**config.mk**
```make
export PLATFORM = sky130hd
export DESIGN_NAME = vec_load_collector
export DESIGN_NICKNAME = d
export VERILOG_FILES = /design/src/rtl/vec_pkg.sv /design/src/rtl/lane_index_counter.sv /design/src/rtl/vec_load_collector.sv
export SDC_FILE = /design/constraint.sdc
export NUM_CORES = 1
export LEC_CHECK = 0
export ABC_AREA = 1
export BUFFER_PORTS_ARGS = -buffer_cell sky130_fd_sc_hd__buf_4
export CORE_UTILIZATION = 50
export CTS_CLUSTER_DIAMETER = 40
export DETAILED_ROUTE_END_ITERATION = 10
export PLACE_DENSITY = 0.79
export SYNTH_ARGS = -nofsm -noshare
export SYNTH_HDL_FRONTEND = slang
export SYNTH_SLANG_ARGS = --single-unit
```
**constraint.sdc**
```tcl
create_clock -name clk_i -period 2.1 [get_ports clk_i]
set_clock_uncertainty 0.2 [all_clocks]
set_input_delay 0 -clock clk_i [delete_from_list [all_inputs] [get_ports clk_i]]
set_output_delay 0 -clock clk_i [all_outputs]
set_load 0.01 [all_outputs]
```
**src/rtl/vec_pkg.sv**
```systemverilog
// Shared types for the vector-load collector: lane/vector shapes at default size,
// collector FSM encoding and a helper giving the first lane written for a given order.
package vec_pkg;

   localparam int VEC_WORD_W = 16;
   localparam int VEC_LANES  = 16;
   localparam int VEC_TAG_W  = 5;
   localparam int LANE_IDX_W = $clog2(VEC_LANES);

   typedef logic [VEC_WORD_W-1:0] word_t;
   typedef word_t [VEC_LANES-1:0] vec_t;

   typedef enum logic [1:0] {
      IDLE    = 2'd0,
      COLLECT = 2'd1,
      COMMIT  = 2'd2
   } coll_state_t;

   // Lane that receives the first beat: top lane when filling downward, else lane 0.
   function automatic int first_lane(input int lanes, input bit descending);
      return descending ? (lanes - 1) : 0;
   endfunction

endpackage

```
**src/rtl/lane_index_counter.sv**
```systemverilog
// Loadable up/down lane index counter; last_o flags the terminal lane for the chosen direction.
module lane_index_counter
   import vec_pkg::*;
#(
   parameter int LANES = 16,
   parameter int W     = $clog2(LANES)
) (
   input  logic         clk_i,
   input  logic         rst_ni,
   input  logic         load_i,
   input  logic         en_i,
   input  logic         dir_i,
   output logic [W-1:0] cnt_o,
   output logic         last_o
);

   logic [W-1:0] cnt_q, cnt_d;
   logic [W-1:0] start_val;
   logic [W-1:0] term_val;

   always_comb begin
      start_val = W'(first_lane(LANES, dir_i));
      term_val  = dir_i ? '0 : W'(LANES - 1);
      cnt_d     = cnt_q;
      if (load_i) begin
         cnt_d = start_val;
      end else if (en_i) begin
         cnt_d = dir_i ? (cnt_q - 1'b1) : (cnt_q + 1'b1);
      end
   end

   always_ff @(posedge clk_i or negedge rst_ni) begin
      if (!rst_ni) begin
         cnt_q <= '0;
      end else begin
         cnt_q <= cnt_d;
      end
   end

   assign cnt_o  = cnt_q;
   assign last_o = (cnt_q == term_val);

endmodule

```
**src/rtl/vec_load_collector.sv**
```systemverilog
// Collects LANES memory words into a shadow vector and publishes it, with its
// destination tag, atomically on vec_out_o/tag_out_o together with a done pulse.
//
//   state   | meaning
//   --------+------------------------------------------------------------
//   IDLE    | waiting for start; words ignored
//   COLLECT | accepting words into the shadow buffer, one lane per beat
//   COMMIT  | new vector/tag visible, done high for this single cycle
module vec_load_collector
   import vec_pkg::*;
#(
   parameter int WORD_W     = 16,
   parameter int LANES      = 16,
   parameter int TAG_W      = 5,
   parameter bit DESCENDING = 1'b1
) (
   input  logic                    clk_i,
   input  logic                    rst_ni,
   input  logic                    start_i,
   input  logic [TAG_W-1:0]        tag_in_i,
   input  logic                    abort_i,
   input  logic                    word_valid_i,
   input  logic [WORD_W-1:0]       word_in_i,
   output logic                    word_ready_o,
   output logic                    busy_o,
   output logic                    done_o,
   output logic [TAG_W-1:0]        tag_out_o,
   output logic [LANES*WORD_W-1:0] vec_out_o
);

   localparam int IDX_W = $clog2(LANES);

   typedef logic [LANES-1:0][WORD_W-1:0] lanes_t;

   coll_state_t      state_q, state_d;
   lanes_t           shadow_q, shadow_d;
   lanes_t           vec_q, vec_d;
   logic [TAG_W-1:0] tag_pend_q, tag_pend_d;
   logic [TAG_W-1:0] tag_q, tag_d;
   logic             done_q, done_d;

   logic [IDX_W-1:0] cnt;
   logic             cnt_last;
   logic             cnt_load;
   logic             beat;
   logic             commit;

   lane_index_counter #(
      .LANES (LANES),
      .W     (IDX_W)
   ) u_lane_cnt (
      .clk_i  (clk_i),
      .rst_ni (rst_ni),
      .load_i (cnt_load),
      .en_i   (beat),
      .dir_i  (DESCENDING),
      .cnt_o  (cnt),
      .last_o (cnt_last)
   );

   always_comb begin
      state_d    = state_q;
      shadow_d   = shadow_q;
      vec_d      = vec_q;
      tag_pend_d = tag_pend_q;
      tag_d      = tag_q;
      done_d     = 1'b0;

      // An abort in the same cycle as a word discards that word.
      beat     = (state_q == COLLECT) && word_valid_i && !abort_i;
      commit   = beat && cnt_last;
      cnt_load = (state_q == IDLE) && start_i;

      case (state_q)
         IDLE: begin
            if (start_i) begin
               state_d    = COLLECT;
               tag_pend_d = tag_in_i;
            end
         end
         COLLECT: begin
            if (abort_i) begin
               state_d = IDLE;
            end else if (commit) begin
               state_d = COMMIT;
            end
         end
         COMMIT: begin
            state_d = IDLE;
         end
         default: begin
            state_d = IDLE;
         end
      endcase

      if (beat) begin
         shadow_d[cnt] = word_in_i;
      end

      // The final beat is merged straight into the published vector.
      if (commit) begin
         vec_d  = shadow_d;
         tag_d  = tag_pend_q;
         done_d = 1'b1;
      end
   end

   always_ff @(posedge clk_i or negedge rst_ni) begin
      if (!rst_ni) begin
         state_q    <= IDLE;
         shadow_q   <= '0;
         vec_q      <= '0;
         tag_pend_q <= '0;
         tag_q      <= '0;
         done_q     <= 1'b0;
      end else begin
         state_q    <= state_d;
         shadow_q   <= shadow_d;
         vec_q      <= vec_d;
         tag_pend_q <= tag_pend_d;
         tag_q      <= tag_d;
         done_q     <= done_d;
      end
   end

   assign word_ready_o = (state_q == COLLECT);
   assign busy_o       = (state_q == COLLECT);
   assign done_o       = done_q;
   assign tag_out_o    = tag_q;
   assign vec_out_o    = vec_q;

endmodule

```
# [Word-level counts from Yosys, hierarchy flattened]
# Cells that the tools add are included.
# W data, S select, Z words.
[op_classes] n_addsub=1 order_cmp=2 n_eq_ne=3 muxes=11 reduce_logical=11
[ops] operator="$bwmux W256" count=1
[ops] operator="$mux W256" count=1
[ops] operator="$demux W16 S4" count=1
[ops] operator="$mux W16" count=1
[ops] operator="$mux W4" count=2
[ops] operator="$mux W2" count=3
[ops] operator="$logic_and A1 B1 Y1" count=5
[ops] operator="$lt A4 B5 Y1 const B" count=1
[ops] operator="$ge A4 B1 Y1 const B" count=1
[ops] operator="$logic_not A4 Y1" count=1
[ops] operator="$pmux W2 S2" count=1
[ops] operator="$reduce_and A2 Y1" count=2
[ops] operator="$sub A4 B1 Y4 const B" count=1
[ops] operator="$ne A3 B2 Y1 const B" count=1
[ops] operator="$eq A2 B1 Y1 const B" count=1
[ops] operator="$logic_not A2 Y1" count=1
[ops] operator="$ne A2 B2 Y1 const B" count=1
[ops] operator="$reduce_bool A2 Y1" count=1
[ops] operator="$logic_not A1 Y1" count=1
[ops] operator="$mux W1" count=1
[totals] ff_bits=529 in_bits=26 out_inout_bits=264 wordCells=65

# [Depth between registers and ports, before layout]
# Gate-level depths: netlist of the first run.
[logic_depth] depth_word=7 depth_mapped=11 ltp_nobuf=9

# [Cells and area by module]
# Synthesis of the first run repeated with hierarchy kept, for this count alone.
[hier_totals] hier_cells=2591 area_unflattened_um2=22519.1
[by_module_without_submodules] module="vec_load_collector" instances=1 cells_per_inst=2553 area_each_um2=22220.1 seq_area_each_um2=13137.6
[by_module_without_submodules] module="lane_index_counter" instances=1 cells_per_inst=38 area_each_um2=299.0 seq_area_each_um2=100.1

# [Worst setup path before layout of the first run]
# No wires, ideal clock.
[synth_timing] path_kind="register to register" start="reg u_lane_cnt.cnt_q[0], in the netlist u_lane_cnt.cnt_o[0]" end="reg shadow_q[102] in the netlist's numbering" setup_ns=0.119 t_arrival_ns=1.636 required_time_ns=1.781 slack_ns=0.145 stages_incl_launch_ff=9 path_buffers=2 period_less_slack_ns=1.955 path_cell_list="dfrtp_1 inv_1 ha_1 buf_2 inv_2 nor2_2 buf_2 nand3_1 and2_1"
[synth_lines] item="start, declared" line_no="lane_index_counter.sv:17" source="logic [W-1:0] cnt_q, cnt_d;"
[synth_lines] item="start signal, assigned" line_no="lane_index_counter.sv:36" source="cnt_q <= cnt_d;"
[synth_lines] item="end signal, assigned" line_no="vec_load_collector.sv:118" source="shadow_q <= shadow_d;"
[synth_lines] item="end, declared" line_no="vec_load_collector.sv:36" source="lanes_t shadow_q, shadow_d;"

# [Final worst setup path of the first run]
[layout_timing] start="reg state_q[1]" end="reg tag_q[3], in the netlist tag_out_o[3]"
[layout_via] elab_chain_cells=4
[layout_lines] item="start, declared" line_no="vec_load_collector.sv:35" source="coll_state_t state_q, state_d;"
[layout_lines] item="start signal, assigned" line_no="vec_load_collector.sv:117" source="state_q <= state_d;"
[layout_lines] item="$eq A2 B1 Y1" line_no="vec_load_collector.sv:70" source="beat = (state_q == COLLECT) && word_valid_i && !abort_i;"
[layout_lines] item="$logic_and A1 B1 Y1 (2 in series)" line_no="vec_load_collector.sv:70"
[layout_lines] item="$logic_and A1 B1 Y1" line_no="vec_load_collector.sv:71" source="commit = beat && cnt_last;"
[layout_lines] item="end signal, assigned" line_no="vec_load_collector.sv:121" source="tag_q <= tag_d;"
[layout_lines] item="end, declared" line_no="vec_load_collector.sv:39" source="logic [TAG_W-1:0] tag_q, tag_d;"
# Every way passes these cells.
# A chain may end at the register's enable or synchronous reset.

==> results by group, run 1 <==
Worst hold path
  • Hold depth: 4
  • Hold Crit Class: in -> reg

STA
  • Rel. slew slack: 0.500
  • Worst slew pin tran: 0.749 ns
  • Max Clk Rate: 489 MHz
  • Final Hold Fails: 0
  • Final setup fails: 0
  • Final worst slack: 0.0540 ns
  • Fin. max-slew vios: 0
  • Final Cycle Share: 0.974
  • Tmin final: 2.05 ns
  • RSZ-0062 raised after global routing: yes

Synthesis
  • Ys flop type: dfrtp_1
  • Count of different cell masters after synthesis: 20
  • Post-Syn Instances: 2637
  • Seq cells post-synth: 513
  • Asr flop ratio synth: 1.00
  • Most common cell in the synthesized netlist: nand2_1
  • Ys Warns: 0
  • Syn Nets: 2668
  • Synth area leaders: dfrtp_1 (58%), nand2_1 (18%), nand3_1 (8.2%)
  • Seq/Total Area, Yosys: 0.576
  • Yosys top cell by area: dfrtp_1
  • Mean post-synth cell area: 8.45 um^2
  • Mapped cell area: 22300 um^2
  • Post-synth EDFFs: 0
  • Most frequent cells after synthesis: nand2_1 (1093), dfrtp_1 (513), nand3_1 (364)
  • Synth top area share: 0.576

Worst setup path
  • Slowest CP cell: dfrtp_1
  • Arr. time, crit path: 2.32 ns
  • Worst path top cell family by delay: simple AND/OR/NAND/NOR gates
  • Kind of critical path: reg -> reg
  • Cells along the critical path: inv_2 -> nand3_1 -> nor2_4 -> buf_4 -> nand2_8 -> buf_16 -> nand2_1 -> o21ai_0
  • Crit path max fanout: 81
  • Worst setup EP type: flip-flop
  • Stages on the worst setup path: 8
  • Reg2reg path depth: 8
  • WP buf/inv: 3
  • Data required, critical path: 2.37 ns
  • CP peak stage delay: 0.40 ns
  • Worst Setup Start Kind: flip-flop

GRT
  • Number of global-route vias before repair: 19352
  • First-pass GRT wire length: 104000 um
  • Met1 capacity usage during global routing: 0.392
  • Global-route usage over all layers: 0.298
  • Number of antenna violations at the first check in global routing: 1
  • Largest net degree at the start of global routing: 163
  • Met2 usage: 0.472
  • Gr ovfl total: 0
  • Met3 Use GR: 0.0640
  • Global route hottest layer: met2

Clock network
  • Num CTS Buffers: 72
  • Sink Count: 513
  • CTS tree: built
  • Latest clock arrival within the worst-skew pair: 0.61 ns
  • Clk buf depth: 3
  • Clk slew on worst S/H paths: 0.05 ns
  • H-Tree Level Count: 3
  • Root Buffer: clkbuf_16

Power and ir drop
  • Total power: 25.9 mW
  • PwrDens: 909 nW/um^2
  • Leak: 15.5 nW
  • Worst VDD drop: 516 uV

Placement
  • Placed inst area: 25300 um^2
  • DP HPWL: 40200 um
  • Worst slack at placement: 0.0118 ns
  • GP Congestion: 0.845
  • Port bufs: 289

Routing
  • Via density: 5.42
  • DRT antenna net count: 0
  • DRC Markers: 0
  • Routed WL: 67700 um
  • Initial DRT Pass Iterations: 6
  • Via Count: 19600
  • Initial drt markers: 2034
  • DR WL/cell: 18.7 um

Cells and area
  • Area growth syn-to-layout: 27.7%
  • Fraction of layout cells with a size suffix above 1: 0.180
  • Post-route cell area: 28500 um^2
  • Nets: 2992
  • Final Core Density: 0.645

Floorplan
  • Die Footprint: 45400 um^2
  • Die W: 213 um
  • Cell Rows: 77
  • Ports: 290
  • Starting density of the core: 0.505
  • Die Ht: 213 um
  • CORE AREA: 44100 um^2

Flow run
  • Maxcap violations: 0

Status
  • Status: finished clean
-- final timing paths --
| path | slack (ns) | startpoint | end |
|---|---|---|---|
| min in group asynchronous | 0.29 | rst_ni | vec_out_o[56]$_DFFE_PN0P_ |
| min | 0.06 | word_in_i[10] | vec_out_o[10]$_DFFE_PN0P_ |
| min reg2reg | 0.28 | vec_out_o[157]$_DFFE_PN0P_ | vec_out_o[157]$_DFFE_PN0P_ |
| max | 0.05 | state_q[1]$_DFFE_PN0P_ | tag_out_o[3]$_DFFE_PN0P_ |
| max in group asynchronous | 0.62 | rst_ni | vec_out_o[89]$_DFFE_PN0P_ |
| max reg2reg | 0.05 | state_q[1]$_DFFE_PN0P_ | tag_out_o[3]$_DFFE_PN0P_ |
-- power breakdown --
part	switching (mW)	total (mW)	internal [mW]	leakage, nW
sequential	0.319	10.8	10.5	6.19
combinational	1.66	2.56	0.898	8.07
clock	4.79	12.5	7.71	1.22
total	6.77	25.9	19.1	15.5
-- worst min-delay path: stages --
cell and delay [ns]:
dlygate4sd3_1 0.52, buf_4 0.19, nand2_1 0.07, nand2_1 0.05
-- cell usage in the layout (no fill, tap or decap), types with 8 or more instances in the layout --
| cell | count |
|---|---|
| dlygate4sd3_1 | 37 |
| clkbuf_1 | 9 |
| clkinv_2 | 9 |
| and2_1 | 176 |
| buf_4 | 334 |
| clkbuf_16 | 77 |
| buf_6 | 8 |
| buf_12 | 25 |
| nand2_1 | 1092 |
| inv_6 | 9 |
| nand2_4 | 11 |
| nand4_1 | 65 |
| o21ai_0 | 17 |
| inv_1 | 202 |
| dfrtp_1 | 511 |
| nand3_1 | 361 |
-- cells by family (layout without fill, tap and decap cells) --
| family | after synthesis | after routing | share of synthesized area |
|---|---|---|---|
| flip-flops | 513 | 513 | 0.576 |
| AND/OR/NAND/NOR | 1727 | 1727 | 0.342 |
| buffers and inverters | 373 | 756 | 0.0747 |
| adder cells (fa/ha/maj) | 5 | 5 | 0.00281 |
| other | 0 | 1 | 0 |
| AO/OA/AOI/OAI | 19 | 19 | 0.00427 |
-- sequential cells by signal, indices dropped and copies added (netlist names) --
register          cells
u_lane_cnt.cnt_o      4
state_q               2
shadow_q            240
vec_out_o           256
tag_out_o             5
done_o                1
tag_pend_q            5
-- layout make-up --
cell class / instances / area (um^2)
clock inverters: 43 / 527
multi-input cells: 1751 / 7900
repair buffers: 412 / 3650
inverters: 211 / 827
well taps: 592 / 741
clock buffers: 90 / 1980
diodes: 1 / 2.50
flip-flops and latches: 513 / 12800
fillers: 3430 / 15700
-- stage by stage --
stage,hold slack (ns),instances,TNS [ns]
final,0.0623,3613,0
after global routing,0.0595,3613,-0.120
after CTS,0.0214,3603,0
after detailed placement,-0.198,3433,0
after global placement,-0.206,3433,0
after floorplan,-0.496,2637,0
-- routing by layer --
metal | vias to the layer above | part of all wire | routed length (um)
li1 | 8860 | - | -
met3 | 170 | 0.093 | 6280
met5 | - | 0 | 0
met1 | 9564 | 0.40 | 26900
met4 | 0 | 0.040 | 2710
met2 | 1006 | 0.47 | 31800
-- repair_timing --
action / in CTS / in global routing
hold buffers: 37 / 0
gates resized for setup: 3 / 31
setup buffers: 0 / 5
gates cloned: 0 / 4
pin swaps: 0 / 1
endpoints found under the setup margin: 4 / 322
hold endpoints to repair: 1019 / 0
No activity file was read; power rests on OpenSTA's default activity.
==> inputs of run 2 (changes only) <==
GPL_TIMING_DRIVEN = 0   (was default)
==> run 2 against run 1 <==
- the flow now finishes with violations (negative hold slack)
- combinational power hardly changed
- critical path depth stayed put
- sequential share of layout area fell by 0.76 points
- critical path type unchanged
- largest cell class unchanged
==> results by group, run 2 (synthesis results as in run 1) <==
Worst hold path
  • Hold Crit Class: in -> async

Floorplan
  • Starting density of the core: 0.505
  • Die Footprint: 45400 um^2
  • Ports: 290
  • CORE AREA: 44100 um^2
  • Cell Rows: 77
  • Die Ht: 213 um
  • Die W: 213 um

STA
  • Final Hold Fails: 318
  • Worst slew pin tran: 1.31 ns
  • Rel. slew slack: 0.128
  • Final Cycle Share: 0.996
  • Max Clk Rate: 478 MHz
  • Final setup fails: 0
  • Hold_ws: -0.739 ns
  • Tmin final: 2.09 ns
  • Fin. max-slew vios: 0
  • RSZ-0062 raised after global routing: yes

Worst setup path
  • Kind of critical path: reg -> reg
  • Worst setup EP type: flip-flop
  • Data required, critical path: 2.37 ns
  • Cell mode on critical path: buf_6
  • Crit path max fanout: 7
  • R2R setup slack: 0.009 ns
  • Slowest CP cell: dfrtp_1
  • CP peak stage delay: 0.42 ns
  • Cells along the critical path: inv_2 -> ha_1 -> buf_6 -> clkinvlp_4 -> nor2_4 -> buf_6 -> nand3_1 -> and2_1
  • Arr. time, crit path: 2.36 ns
  • Worst Setup Start Kind: flip-flop

Status
  • Status: complete, but fails checks
  • Failing checks: negative hold slack

Routing
  • DRT antenna net count: 0
  • Via Count: 19948
  • Routed WL: 68700 um
  • DR WL/cell: 18.5 um
  • Via density: 5.37
  • Initial drt markers: 2226
  • Initial DRT Pass Iterations: 6
  • DRC Markers: 0

GRT
  • Gr ovfl total: 0
  • Number of antenna violations at the first check in global routing: 1
  • Number of global-route vias before repair: 19036
  • Largest net degree at the start of global routing: 120
  • Global-route usage over all layers: 0.296
  • First-pass GRT wire length: 103000 um

Power and ir drop
  • Total power: 24.5 mW
  • Worst VDD drop: 505 uV
  • Leak: 15.7 nW
  • PwrDens: 848 nW/um^2

Cells and area
  • Commonest non-fill, non-tap cell in the layout: nand2_1
  • Area growth syn-to-layout: 29.8%
  • Nets: 3099
  • Fraction of layout cells with a size suffix above 1: 0.219
  • Antenna cells: 0
  • Max reg flops: 256
  • Commonest cells after routing, fill and taps aside: nand2_1 (1085), dfrtp_1 (513), buf_4 (340)

Placement
  • GP Congestion: 0.901
  • DP HPWL: 44900 um
  • Port bufs: 289

Clock network
  • Clk slew on worst S/H paths: 0.06 ns
  • CTS tree: built
  • CTS Hold Buffers Added: 29
  • Clk buf depth: 3
  • Num CTS Buffers: 67
  • Sink Count: 513
  • Latest clock arrival within the worst-skew pair: 0.59 ns
  • Root Buffer: clkbuf_16
  • H-Tree Level Count: 3

Flow run
  • Maxcap violations: 0
[run 2: changes by cell type in the layout (fill, tap and decap cells not counted), sizes merged]
cell / change
clkinvlp: +2
buf: +64
bufinv: -4
dlygate4sd3: -8
clkbuf: +43
clkinv: -1
inv: +4
diode: -1
[run 2: through the flow]
stage | area, um^2 | util | cells | setup slack (ns) | TNS [ns]
4_1_cts | 28100 | 0.636 | 3684 | 0.00117 | 0
3_3_place_gp | 25200 | 0.571 | 3518 | -4.29 | -2240.02
6_report | 28900 | 0.656 | 3712 | 0.00921 | 0
3_5_place_dp | 25300 | 0.574 | 3522 | -0.358 | -102.49
2_1_floorplan | 22300 | - | 2637 | 0.145 | 0
5_1_grt | 28900 | 0.656 | 3712 | -0.0483 | -0.807
[run 2: layer usage]
| layer | part of all wire | global-route usage | up-vias |
|---|---|---|---|
| li1 | - | - | 9096 |
| met2 | 0.47 | 0.476 | 1024 |
| met5 | 0.00019 | 0 | - |
| met3 | 0.092 | 0.0552 | 205 |
| met4 | 0.046 | 0.141 | 2 |
| met1 | 0.40 | 0.388 | 9621 |
[run 2: layout make-up]
type	instances	area (um^2)
Fill cell	3411	15200
Sequential cell	513	12800
Multi-Input combinational cell	1751	8160
Timing Repair Buffer	364	3000
Clock buffer	77	1770
Buffer	160	1210
Inverter	211	816
Tap cell	592	741
Clock inverter	44	422
[run 2: what timing repair did]
action                     in CTS  in global routing
gates cloned                    0                  7
setup endpoints to repair     393                416
pin swaps                       7                 43
setup buffers                  14                 21
hold endpoints to repair      549                111
resized for setup              50                175
[run 2: final timing paths]
check,start,to,depth (start not counted)
max in group asynchronous,rst_ni,vec_out_o[161]$_DFFE_PN0P_,4
worst max-delay path,u_lane_cnt.cnt_o[1]$_DFFE_PN0P_,shadow_q[94]$_DFF_PN0_,8
worst min register to register,vec_out_o[219]$_DFFE_PN0P_,vec_out_o[219]$_DFFE_PN0P_,2
worst min-delay path,rst_ni,vec_out_o[71]$_DFFE_PN0P_,1
worst max register to register,u_lane_cnt.cnt_o[1]$_DFFE_PN0P_,shadow_q[94]$_DFF_PN0_,8
min in group clk_i,word_in_i[15],vec_out_o[15]$_DFFE_PN0P_,4
[run 2: critical path: cells and delay by family (launching register included)]
kind / cells / cell delay (ns)
fa+ha+maj: 1 / 0.16
buf+inv: 4 / 0.58
flops: 1 / 0.42
simple gates: 3 / 0.60
[run 2: power by group]
part	switching [mW]	internal, mW
sequential	0.308	10.5
clock	4.61	6.56
combinational	1.69	0.858
